===== src/rtl/fabric_tag_demux_pkg.sv =====
// Shared fabric definitions for the tag demultiplexer: error codes and FIFO geometry.
package fabric_tag_demux_pkg;

  typedef enum logic [15:0] {
    ERR_NONE              = 16'h0000,
    RT_TAG_DEMUX_RANGE    = 16'h0A01,
    RT_TAG_DEMUX_DISABLED = 16'h0A02
  } err_code_e;

  localparam int FIFO_DEPTH     = 2;
  localparam int PERF_CNT_WIDTH = 32;

  // Out-of-range takes priority because the enable bit of a non-existent port is meaningless.
  function automatic err_code_e classify_drop(input logic in_range);
    return in_range ? RT_TAG_DEMUX_DISABLED : RT_TAG_DEMUX_RANGE;
  endfunction

endpackage


===== src/rtl/fabric_tag_demux_fifo.sv =====
// Two-entry per-output FIFO: 1-bit pointers, 2-bit occupancy, full taken from registered state.
module fabric_tag_demux_fifo
  import fabric_tag_demux_pkg::*;
#(
  parameter int DATA_WIDTH = 32
) (
  input  logic                  clk,
  input  logic                  rst_n,
  input  logic                  i_push,
  input  logic [DATA_WIDTH-1:0] i_push_data,
  input  logic                  i_pop_ready,
  output logic                  o_valid,
  output logic                  o_full,
  output logic [DATA_WIDTH-1:0] o_head
);

  logic [DATA_WIDTH-1:0] r_mem [FIFO_DEPTH];
  logic                  r_wr_ptr;
  logic                  r_rd_ptr;
  logic [1:0]            r_count;
  logic                  w_push;
  logic                  w_pop;

  // A pop never frees space for a push in the same cycle: full is the registered view.
  assign w_push  = i_push && !o_full;
  assign w_pop   = o_valid && i_pop_ready;
  assign o_valid = (r_count != 2'd0);
  assign o_full  = (r_count == 2'd2);
  assign o_head  = r_mem[r_rd_ptr];

  // NOTE: sequential state uses non-blocking assignments so every flop samples pre-edge values.
  always_ff @(posedge clk or negedge rst_n) begin
    if (!rst_n) begin
      r_wr_ptr <= 1'b0;
      r_rd_ptr <= 1'b0;
      r_count  <= 2'd0;
    end else begin
      if (w_push) r_wr_ptr <= ~r_wr_ptr;
      if (w_pop)  r_rd_ptr <= ~r_rd_ptr;
      case ({w_push, w_pop})
        2'b10:   r_count <= r_count + 2'd1;
        2'b01:   r_count <= r_count - 2'd1;
        default: r_count <= r_count;
      endcase
    end
  end

  // NOTE: storage is not reset; r_count alone decides which entries are meaningful.
  always_ff @(posedge clk) begin
    if (w_push) r_mem[r_wr_ptr] <= i_push_data;
  end

endmodule


===== src/rtl/fabric_tag_demux.sv =====
// Tag-routed demultiplexer with per-output 2-entry FIFOs and a sticky error report.
// Optional performance counters are built when FABRIC_TAG_DEMUX_PERF_EN is defined.
module fabric_tag_demux
  import fabric_tag_demux_pkg::*;
#(
  parameter int DATA_WIDTH = 32,
  parameter int TAG_WIDTH  = 2,
  parameter int NUM_OUT    = 4
) (
  input  logic                          clk,
  input  logic                          rst_n,
  input  logic                          in_valid,
  output logic                          in_ready,
  input  logic [DATA_WIDTH+TAG_WIDTH-1:0] in_data,
  output logic [NUM_OUT-1:0]            out_valid,
  input  logic [NUM_OUT-1:0]            out_ready,
  output logic [NUM_OUT*DATA_WIDTH-1:0] out_data,
  input  logic [NUM_OUT-1:0]            cfg_data,
  output logic                          error_valid,
  output logic [15:0]                   error_code
`ifdef FABRIC_TAG_DEMUX_PERF_EN
  ,
  output logic [NUM_OUT*PERF_CNT_WIDTH-1:0] perf_out_count,
  output logic [PERF_CNT_WIDTH-1:0]         perf_drop_count
`endif
);

  if (DATA_WIDTH < 1 || TAG_WIDTH < 1 || NUM_OUT < 1 || NUM_OUT > (1 << TAG_WIDTH)) begin : g_param_check
    $fatal(1, "fabric_tag_demux: illegal DATA_WIDTH/TAG_WIDTH/NUM_OUT combination");
  end

  logic [TAG_WIDTH-1:0]  w_tag;
  logic [DATA_WIDTH-1:0] w_value;
  logic [NUM_OUT-1:0]    w_sel;
  logic [NUM_OUT-1:0]    w_full;
  logic [NUM_OUT-1:0]    w_push;
  logic                  w_in_range;
  logic                  w_enabled;
  logic                  w_full_sel;
  logic                  w_accept;
  logic                  w_drop;
  logic                  w_err_any;
  err_code_e             w_err_code;
  logic                  r_error_valid;
  err_code_e             r_error_code;

  assign w_tag   = in_data[DATA_WIDTH +: TAG_WIDTH];
  assign w_value = in_data[DATA_WIDTH-1:0];

  // A tag at or above NUM_OUT matches no port, so an empty select doubles as the range check.
  // NOTE: every combinational output gets a default first so no latch is inferred.
  always_comb begin
    w_sel = '0;
    for (int i = 0; i < NUM_OUT; i++) begin
      w_sel[i] = (w_tag == TAG_WIDTH'(i));
    end
  end

  assign w_in_range = |w_sel;
  assign w_enabled  = |(w_sel & cfg_data);
  assign w_full_sel = |(w_sel & w_full);

  // Dropped beats are always consumed so a bad tag cannot deadlock the stream.
  assign in_ready   = rst_n && (!w_enabled || !w_full_sel);
  assign w_accept   = in_valid && in_ready;
  assign w_push     = w_accept ? (w_sel & cfg_data) : '0;
  assign w_drop     = w_accept && !w_enabled;

  assign w_err_any  = in_valid && !w_enabled;
  assign w_err_code = classify_drop(w_in_range);

  for (genvar g = 0; g < NUM_OUT; g++) begin : g_port
    fabric_tag_demux_fifo #(
      .DATA_WIDTH (DATA_WIDTH)
    ) u_fifo (
      .clk         (clk),
      .rst_n       (rst_n),
      .i_push      (w_push[g]),
      .i_push_data (w_value),
      .i_pop_ready (out_ready[g]),
      .o_valid     (out_valid[g]),
      .o_full      (w_full[g]),
      .o_head      (out_data[g*DATA_WIDTH +: DATA_WIDTH])
    );
  end

  // Only the first error is kept; later ones are dropped silently until reset.
  always_ff @(posedge clk or negedge rst_n) begin
    if (!rst_n) begin
      r_error_valid <= 1'b0;
      r_error_code  <= ERR_NONE;
    end else if (!r_error_valid && w_err_any) begin
      r_error_valid <= 1'b1;
      r_error_code  <= w_err_code;
    end
  end

  assign error_valid = r_error_valid;
  assign error_code  = r_error_code;

`ifdef FABRIC_TAG_DEMUX_PERF_EN
  logic [PERF_CNT_WIDTH-1:0] r_perf_out [NUM_OUT];
  logic [PERF_CNT_WIDTH-1:0] r_perf_drop;

  for (genvar g = 0; g < NUM_OUT; g++) begin : g_perf
    always_ff @(posedge clk or negedge rst_n) begin
      if (!rst_n) begin
        r_perf_out[g] <= '0;
      end else if (out_valid[g] && out_ready[g]) begin
        r_perf_out[g] <= r_perf_out[g] + PERF_CNT_WIDTH'(1);
      end
    end
    assign perf_out_count[g*PERF_CNT_WIDTH +: PERF_CNT_WIDTH] = r_perf_out[g];
  end

  always_ff @(posedge clk or negedge rst_n) begin
    if (!rst_n) begin
      r_perf_drop <= '0;
    end else if (w_drop) begin
      r_perf_drop <= r_perf_drop + PERF_CNT_WIDTH'(1);
    end
  end

  assign perf_drop_count = r_perf_drop;
`else
  logic w_unused_drop;
  assign w_unused_drop = w_drop;
`endif

endmodule

===== config.mk =====
export PLATFORM = sky130hd
export DESIGN_NAME = fabric_tag_demux
export DESIGN_NICKNAME = d
export VERILOG_FILES = /design/src/rtl/fabric_tag_demux_pkg.sv /design/src/rtl/fabric_tag_demux_fifo.sv /design/src/rtl/fabric_tag_demux.sv
export SDC_FILE = /design/constraint.sdc
export NUM_CORES = 1
export LEC_CHECK = 0
export ABC_AREA = 1
export CORE_MARGIN = 5
export CORE_UTILIZATION = 30
export DETAILED_ROUTE_END_ITERATION = 6
export PLACE_DENSITY = 0.51
export SETUP_SLACK_MARGIN = 0.2
export SYNTH_ARGS = -nofsm -noshare
export SYNTH_HDL_FRONTEND = slang
export SYNTH_HIERARCHICAL = 1
export SYNTH_SLANG_ARGS = --single-unit

===== constraint.sdc =====
create_clock -name clk -period 3.7 [get_ports clk]
set_input_delay 0.74 -clock clk [delete_from_list [all_inputs] [get_ports clk]]
set_output_delay 0.74 -clock clk [all_outputs]
set_load 0.02 [all_outputs]

==> results.yml <==
timing:
  finalCritPeriodShare_pct: 88.8
  hold_viol: 0
  whs_ns: 0.441
  tightest_slew_ns: 0.585
  min_period_ns: 3.29
  slew_violations: 0
  finClkSkew_ns: 0.00818
  setup_viol: 0
  setup_tns_ns: 0
  slew_headroom_pct: 61.0
  grt_setup_unrepaired: "no"
  fmax_mhz: 304
pwr:
  p_int_mw: 6.73
  pwr-share-comb_pct: 34.6
  cellLeakagePower_nw: 5.48
  switching_power_mw: 3.62
  p_per_area_nw_per_um2: 742
  ir_drop_v: 0.000446
  seqPwrFrac_pct: 36.6
  clkPwrFrac_pct: 28.8
  p_sw_share_pct: 35.0
critical_path:
  start_kind: "input pin"
  worstRegToRegCells: 12
  r2r_start: "g_port[3].u_fifo/r_count[1]"
  critPathMaxFanout: 6
  reg2reg_to: "g_port[1].u_fifo/r_mem[1][6]"
  worstSetupEndpointType: "output pin"
  crit_type: "input pin to output pin"
  critical-path-slowest-cell: "clkdlybuf4s50_1"
  crit_chain: "clkdlybuf4s50_1 > inv_1 > nand3_1 > nand2_1 > inv_2 > nand2_2 > a21boi_0 > clkdlybuf4s50_1"
  rrSetupSlack_ns: 1.43
  crit_top_cell: "clkdlybuf4s50_1"
  cp_top_family: "buffers and inverters"
  path_buf_inv: 4
  slowest_delay_ns: 0.65
  crit_required_ns: 2.96
  cp_data_arrival_time_ns: 2.55
run_status:
  status: "finished clean"
placement:
  place_hpwl_um: 18100
  io_buffers: 182
  gp_congestion: 0.737
logic_synthesis:
  synth_area_leaders: "edfxtp_1, nand2_1, dfrtp_1, buf_4, buf_6"
  synth_top_area_share_pct: 72.1
  synthCells: 849
  synth_cell_types: 20
  synth-seq-area-share_pct: 76.6
  ys_warn_count: 6
  synth_top_area_cell: "edfxtp_1"
  yosys_register_bits: 275
  syn_area_um2: 10700
  syn_avg_cell_area_um2: 12.6
clock_network:
  cts.sinks: 275
  path_clk_slew_ns: 0.06
  postCtsSetupBuffers: 0
  clk_path_buf_depth: 3
  hold_buffers: 0
  worstSkewPairLatency_ns: 0.55
  numCtsBuffers: 31
  h-tree-depth: 1
  cts_tree: "built"
  root_buffer: "clkbuf_16"
  cts_resized: 0
floorplanning:
  die_x_um: 198
  fp.dieH_um: 198
  pin_count: 195
  coreArea_um2: 35300
  die_area_um2: 39400
  start_util_pct: 30.2
  rows: 69
detailed_routing:
  drt_first_pass_iters: 4
  avgViaCountPerCell: 4.25
  num_vias: 6534
  ant_nets: 0
  routed_wl_um: 27800
  drc: 0
  avgRoutedWirePerCell_um: 18.1
  drtIter0Drc: 388
finish:
  syn2layout_area_growth_pct: 30.9
  nets: 1103
  layout-drive-gt1-share_pct: 10.0
  antennaDiodeCount: 0
global_route:
  antenna_found_initial: 0
  grt_start_max_net_pins: 34
  grt_pass1_vias: 6588
  grt_usage_pct: 13.9
  grt-ovfl-total: 0
  grt_pass1_wl_um: 41100
worst_hold_path:
  holdCritPathClass: "input pin to asynchronous set/reset pin"
run:
  maxCapViolations: 0
## through the flow
| stage | worst slack (ns) | cells | area (µm²) | power, mW | util, % |
|---|---|---|---|---|---|
| after floorplan | 0.548 | 860 | 10700 | 5.78 | - |
| after global placement | 0.421 | 1482 | 13000 | 7.49 | 36.7 |
| after detailed placement | 0.367 | 1482 | 13000 | 7.50 | 36.7 |
| after CTS | 0.364 | 1538 | 14000 | 10.5 | 39.5 |
| after global routing | 0.261 | 1538 | 14000 | 10.9 | 39.5 |
| final | 0.414 | 1538 | 14000 | 10.4 | 39.5 |
## worst max path at each step
stage                                         start                           end  slack (ns)  cells after the start
after floorplan                         in_data[32]  g_port[0].u_fifo/r_mem[1][0]        0.55                     10
after global placement                  in_data[32]                      in_ready        0.42                      8
after detailed placement                in_data[33]                      in_ready        0.37                      8
after CTS                               in_data[33]                      in_ready        0.36                      8
after global routing      g_port[2].u_fifo/r_rd_ptr                  out_data[67]        0.26                      4
final                                   in_data[33]                      in_ready        0.41                      8
## cells in the mapped netlist
master    count
inv_1        31
o21ai_2       4
nand3_1      18
buf_6        12
nand2_2      10
nand2_1     426
inv_4         4
ha_1          4
inv_2        10
nand3_2       1
nor2_2        4
xnor2_1       4
a21boi_0      1
buf_4        18
nand4_1       5
conb_1        1
edfxtp_1    256
nor2_1        9
buf_2        12
dfrtp_1      19
## layout by cell type (no fill, tap or decap), drive strengths merged
cell	instances
nor2	13
conb	12
nand3	19
nand2	436
clkdlybuf4s50	182
nand4	5
buf	21
xnor2	4
ha	4
clkbuf	40
o21ai	4
clkinv	11
dfrtp	19
inv	46
edfxtp	256
a21boi	1
bufinv	4
## logic make-up after synthesis
kind of cell               share of synthesized area (%)
DFF                                                 76.6
buffers and inverters                               4.78
other                                             0.0352
and+or+nand+nor                                     17.4
adders and majority gates                          0.470
AOI/OAI and AO/OA                                  0.399
xor gates and xnor gates                           0.329
## layer usage
layer / part of all wire, % / up-vias / track usage (%)
li1: - / 3202 / -
met1: 46 / 3127 / 19.1
met2: 48 / 172 / 23.2
met3: 5.3 / 33 / 2.66
met4: 1.5 / 0 / 2.84
met5: 0 / - / 0
## worst reg2reg max path: stages (launching register included)
cell and delay [ns]:
dfrtp_1 0.38, inv_1 0.15, nor2_2 0.08, nand3_1 0.10, nand2_1 0.06, inv_1 0.05, nand2_1 0.07, nand2_2 0.07
nand3_2 0.09, nor2_1 0.32, o21ai_2 0.16, nor2_4 0.11, buf_4 0.30
## state kept, by name, indices dropped and copies added, names as in the netlist
register / flops
error_valid: 1
g_port.u_fifo/r_mem: 256
g_port.u_fifo/r_rd_ptr: 4
error_code: 2
g_port.u_fifo/r_wr_ptr: 4
g_port.u_fifo/r_count: 8
## power groups by stage
stage / logic (mW) / clock network [mW] / registers, mW
after floorplan: 2.10 / 0 / 3.68
after global placement: 3.64 / 0 / 3.85
after detailed placement: 3.65 / 0 / 3.86
after CTS: 3.67 / 3.06 / 3.80
after global routing: 3.92 / 3.21 / 3.81
final: 3.58 / 2.99 / 3.78
## cell type report
class	instances	area, µm²
Clock buffer	40	810
Inverter	45	179
Tap cell	461	577
Sequential cell	275	8170
Clock inverter	16	185
Multi-Input combinational cell	498	2050
Timing Repair Buffer	203	1980
Fill cell	3317	21400
Power figures use the tool's default switching activity.
==> edit (same settings) <==
`DATA_WIDTH` is set to 32 in 2 places; all go to 64.
--- a/src/rtl/fabric_tag_demux_fifo.sv
+++ b/src/rtl/fabric_tag_demux_fifo.sv
@@ -2,7 +2,7 @@
 module fabric_tag_demux_fifo
   import fabric_tag_demux_pkg::*;
 #(
-  parameter int DATA_WIDTH = 32
+  parameter int DATA_WIDTH = 64
 ) (
   input  logic                  clk,
   input  logic                  rst_n,
--- a/src/rtl/fabric_tag_demux.sv
+++ b/src/rtl/fabric_tag_demux.sv
@@ -3,7 +3,7 @@
 module fabric_tag_demux
   import fabric_tag_demux_pkg::*;
 #(
-  parameter int DATA_WIDTH = 32,
+  parameter int DATA_WIDTH = 64,
   parameter int TAG_WIDTH  = 2,
   parameter int NUM_OUT    = 4
 ) (
Interface: changed (resized in_data and out_data); port bits go from 195 to 355. No check against the original RTL was run, so the function may have changed too.
==> edit against the unedited design <==
Setup slack lost 0.032 ns; first-iteration DRC count grew 110%; area after synthesis grew 86%; cell area grew 88%; non-clock buffer count grew 165; sequential power grew 83%; clock skew grew 0.016 ns; total power grew 88%; routed wire length grew 99%; register-to-register slack lost 0.09 ns; clock power grew 83%; sequential cell count grew 256; count of clock-buffer cells in the layout grew 24; critical path type is now register to output pin; largest power group is now combinational cells.
==> edit: results (changes against the unedited design) <==
| Metric | Value |
|---|---|
| Outcome | completed (unchanged) |
| Initial antenna violation count | 3 (was 0) |
| Vias per std cell | 4.38 (was 4.25) |
| Num CTS Buffers | 55 (was 31) |
| NonClk Buf Share | 0.146 (was 0.142) |
| Clk cell area share | 0.0680 (was 0.0713) |
| Largest regs | g_port.u_fifo/r_mem x512, g_port.u_fifo/r_count x8 (was g_port.u_fifo/r_mem x256, g_port.u_fifo/r_count x8) |
| Setup WS pre-CTS | 0.459 ns (was 0.367 ns) |
| Comb_multi_in | 882 (was 498) |
| Dpl cells | 2690 (was 1482) |
| Adder-cell share of the synthesized area | 0.00252 (was 0.00470) |
| Async SR Flop Fraction | 0.0358 (was 0.0691) |
| Non-CTS buffers | 368 (was 203) |
| Vias in the first global route | 12500 (was 6588) |
| Clkbuf count | 64 (was 40) |
| Clock Skews | 0.0238 ns (was 0.00818 ns) |
| Largest net degree at the start of global routing | 66 (was 34) |
| DRT Pass-1 Iters | 5 (was 4) |
| Share of layout cells above drive strength 1 | 0.0681 (was 0.100) |
| Post-synthesis compound-gate area fraction | 0.00139 (was 0.00399) |
| Initial detailed-routing violation count | 824 (was 388) |
| Area contributors post-synth | edfxtp_1, nand2_1, dfrtp_1, buf_4, inv_1 (was edfxtp_1, nand2_1, dfrtp_1, buf_4, buf_6) |
| Gp weighted congestion | 0.808 (was 0.737) |
| # fillers | 6117 (was 3317) |
| Worst-Skew Late Latency | 0.60 ns (was 0.55 ns) |
| Register area share after synthesis | 0.798 (was 0.766) |
| Fraction of area in registers | 0.606 (was 0.585) |
| Relative slew slack | 0.503 (was 0.610) |
| Final nets | 1964 (was 1103) |
| First-pass GRT wire length | 81500 µm (was 41100 µm) |
## edit: stage by stage
stage	hold slack, ns	area [µm²]
global placement	0.453	24400
floorplan	0.442	19900
CTS	0.475	26200
global route	0.501	26200
detailed placement	0.460	24400
finish	0.475	26200
## edit: logic make-up (layout without fill, tap and decap cells)
family / Yosys count / count (layout)
AO/OA/AOI/OAI: 5 / 5
XOR/XNOR: 4 / 4
flip-flops: 531 / 531
AND/OR/NAND/NOR: 857 / 857
adder cells (fa/ha/maj): 4 / 4
buffers and inverters: 115 / 512
other: 1 / 12
## edit: layer usage
layer,GRT usage,part of all wire,wire length [µm],up-vias
met2,0.250,0.47,26100,362
met3,0.0302,0.060,3330,76
met1,0.206,0.45,24500,5979
met4,0.0390,0.021,1140,6
li1,-,-,-,5790
met5,0,0.00062,34,-
## edit: power by group
part	switching (mW)	total, mW	internal, mW
logic	4.45	7.07	2.62
registers	0.102	6.91	6.81
clock network	2.30	5.48	3.19
total	6.85	19.5	12.6
## edit: path summary, 6_finish.rpt
path,startpoint,to,slack [ns],depth (start not counted)
setup / recovery,g_port[0].u_fifo/r_rd_ptr,out_data[3],0.38,5
hold / removal,g_port[1].u_fifo/r_count[1],g_port[1].u_fifo/r_count[1],0.47,2
setup reg to reg,g_port[2].u_fifo/r_count[1],g_port[3].u_fifo/r_mem[1][62],1.34,12
hold reg to reg,g_port[1].u_fifo/r_count[1],g_port[1].u_fifo/r_count[1],0.47,2
max in group asynchronous,rst_n,g_port[0].u_fifo/r_rd_ptr,2.87,2
min in group asynchronous,rst_n,error_valid,0.59,2
## edit: repair_timing
item / in CTS / in global routing
gates resized for setup: 2 / 1
hold buffers: 0 / 0
gates cloned: 0 / 0
endpoints found under the setup margin: 26 / 16
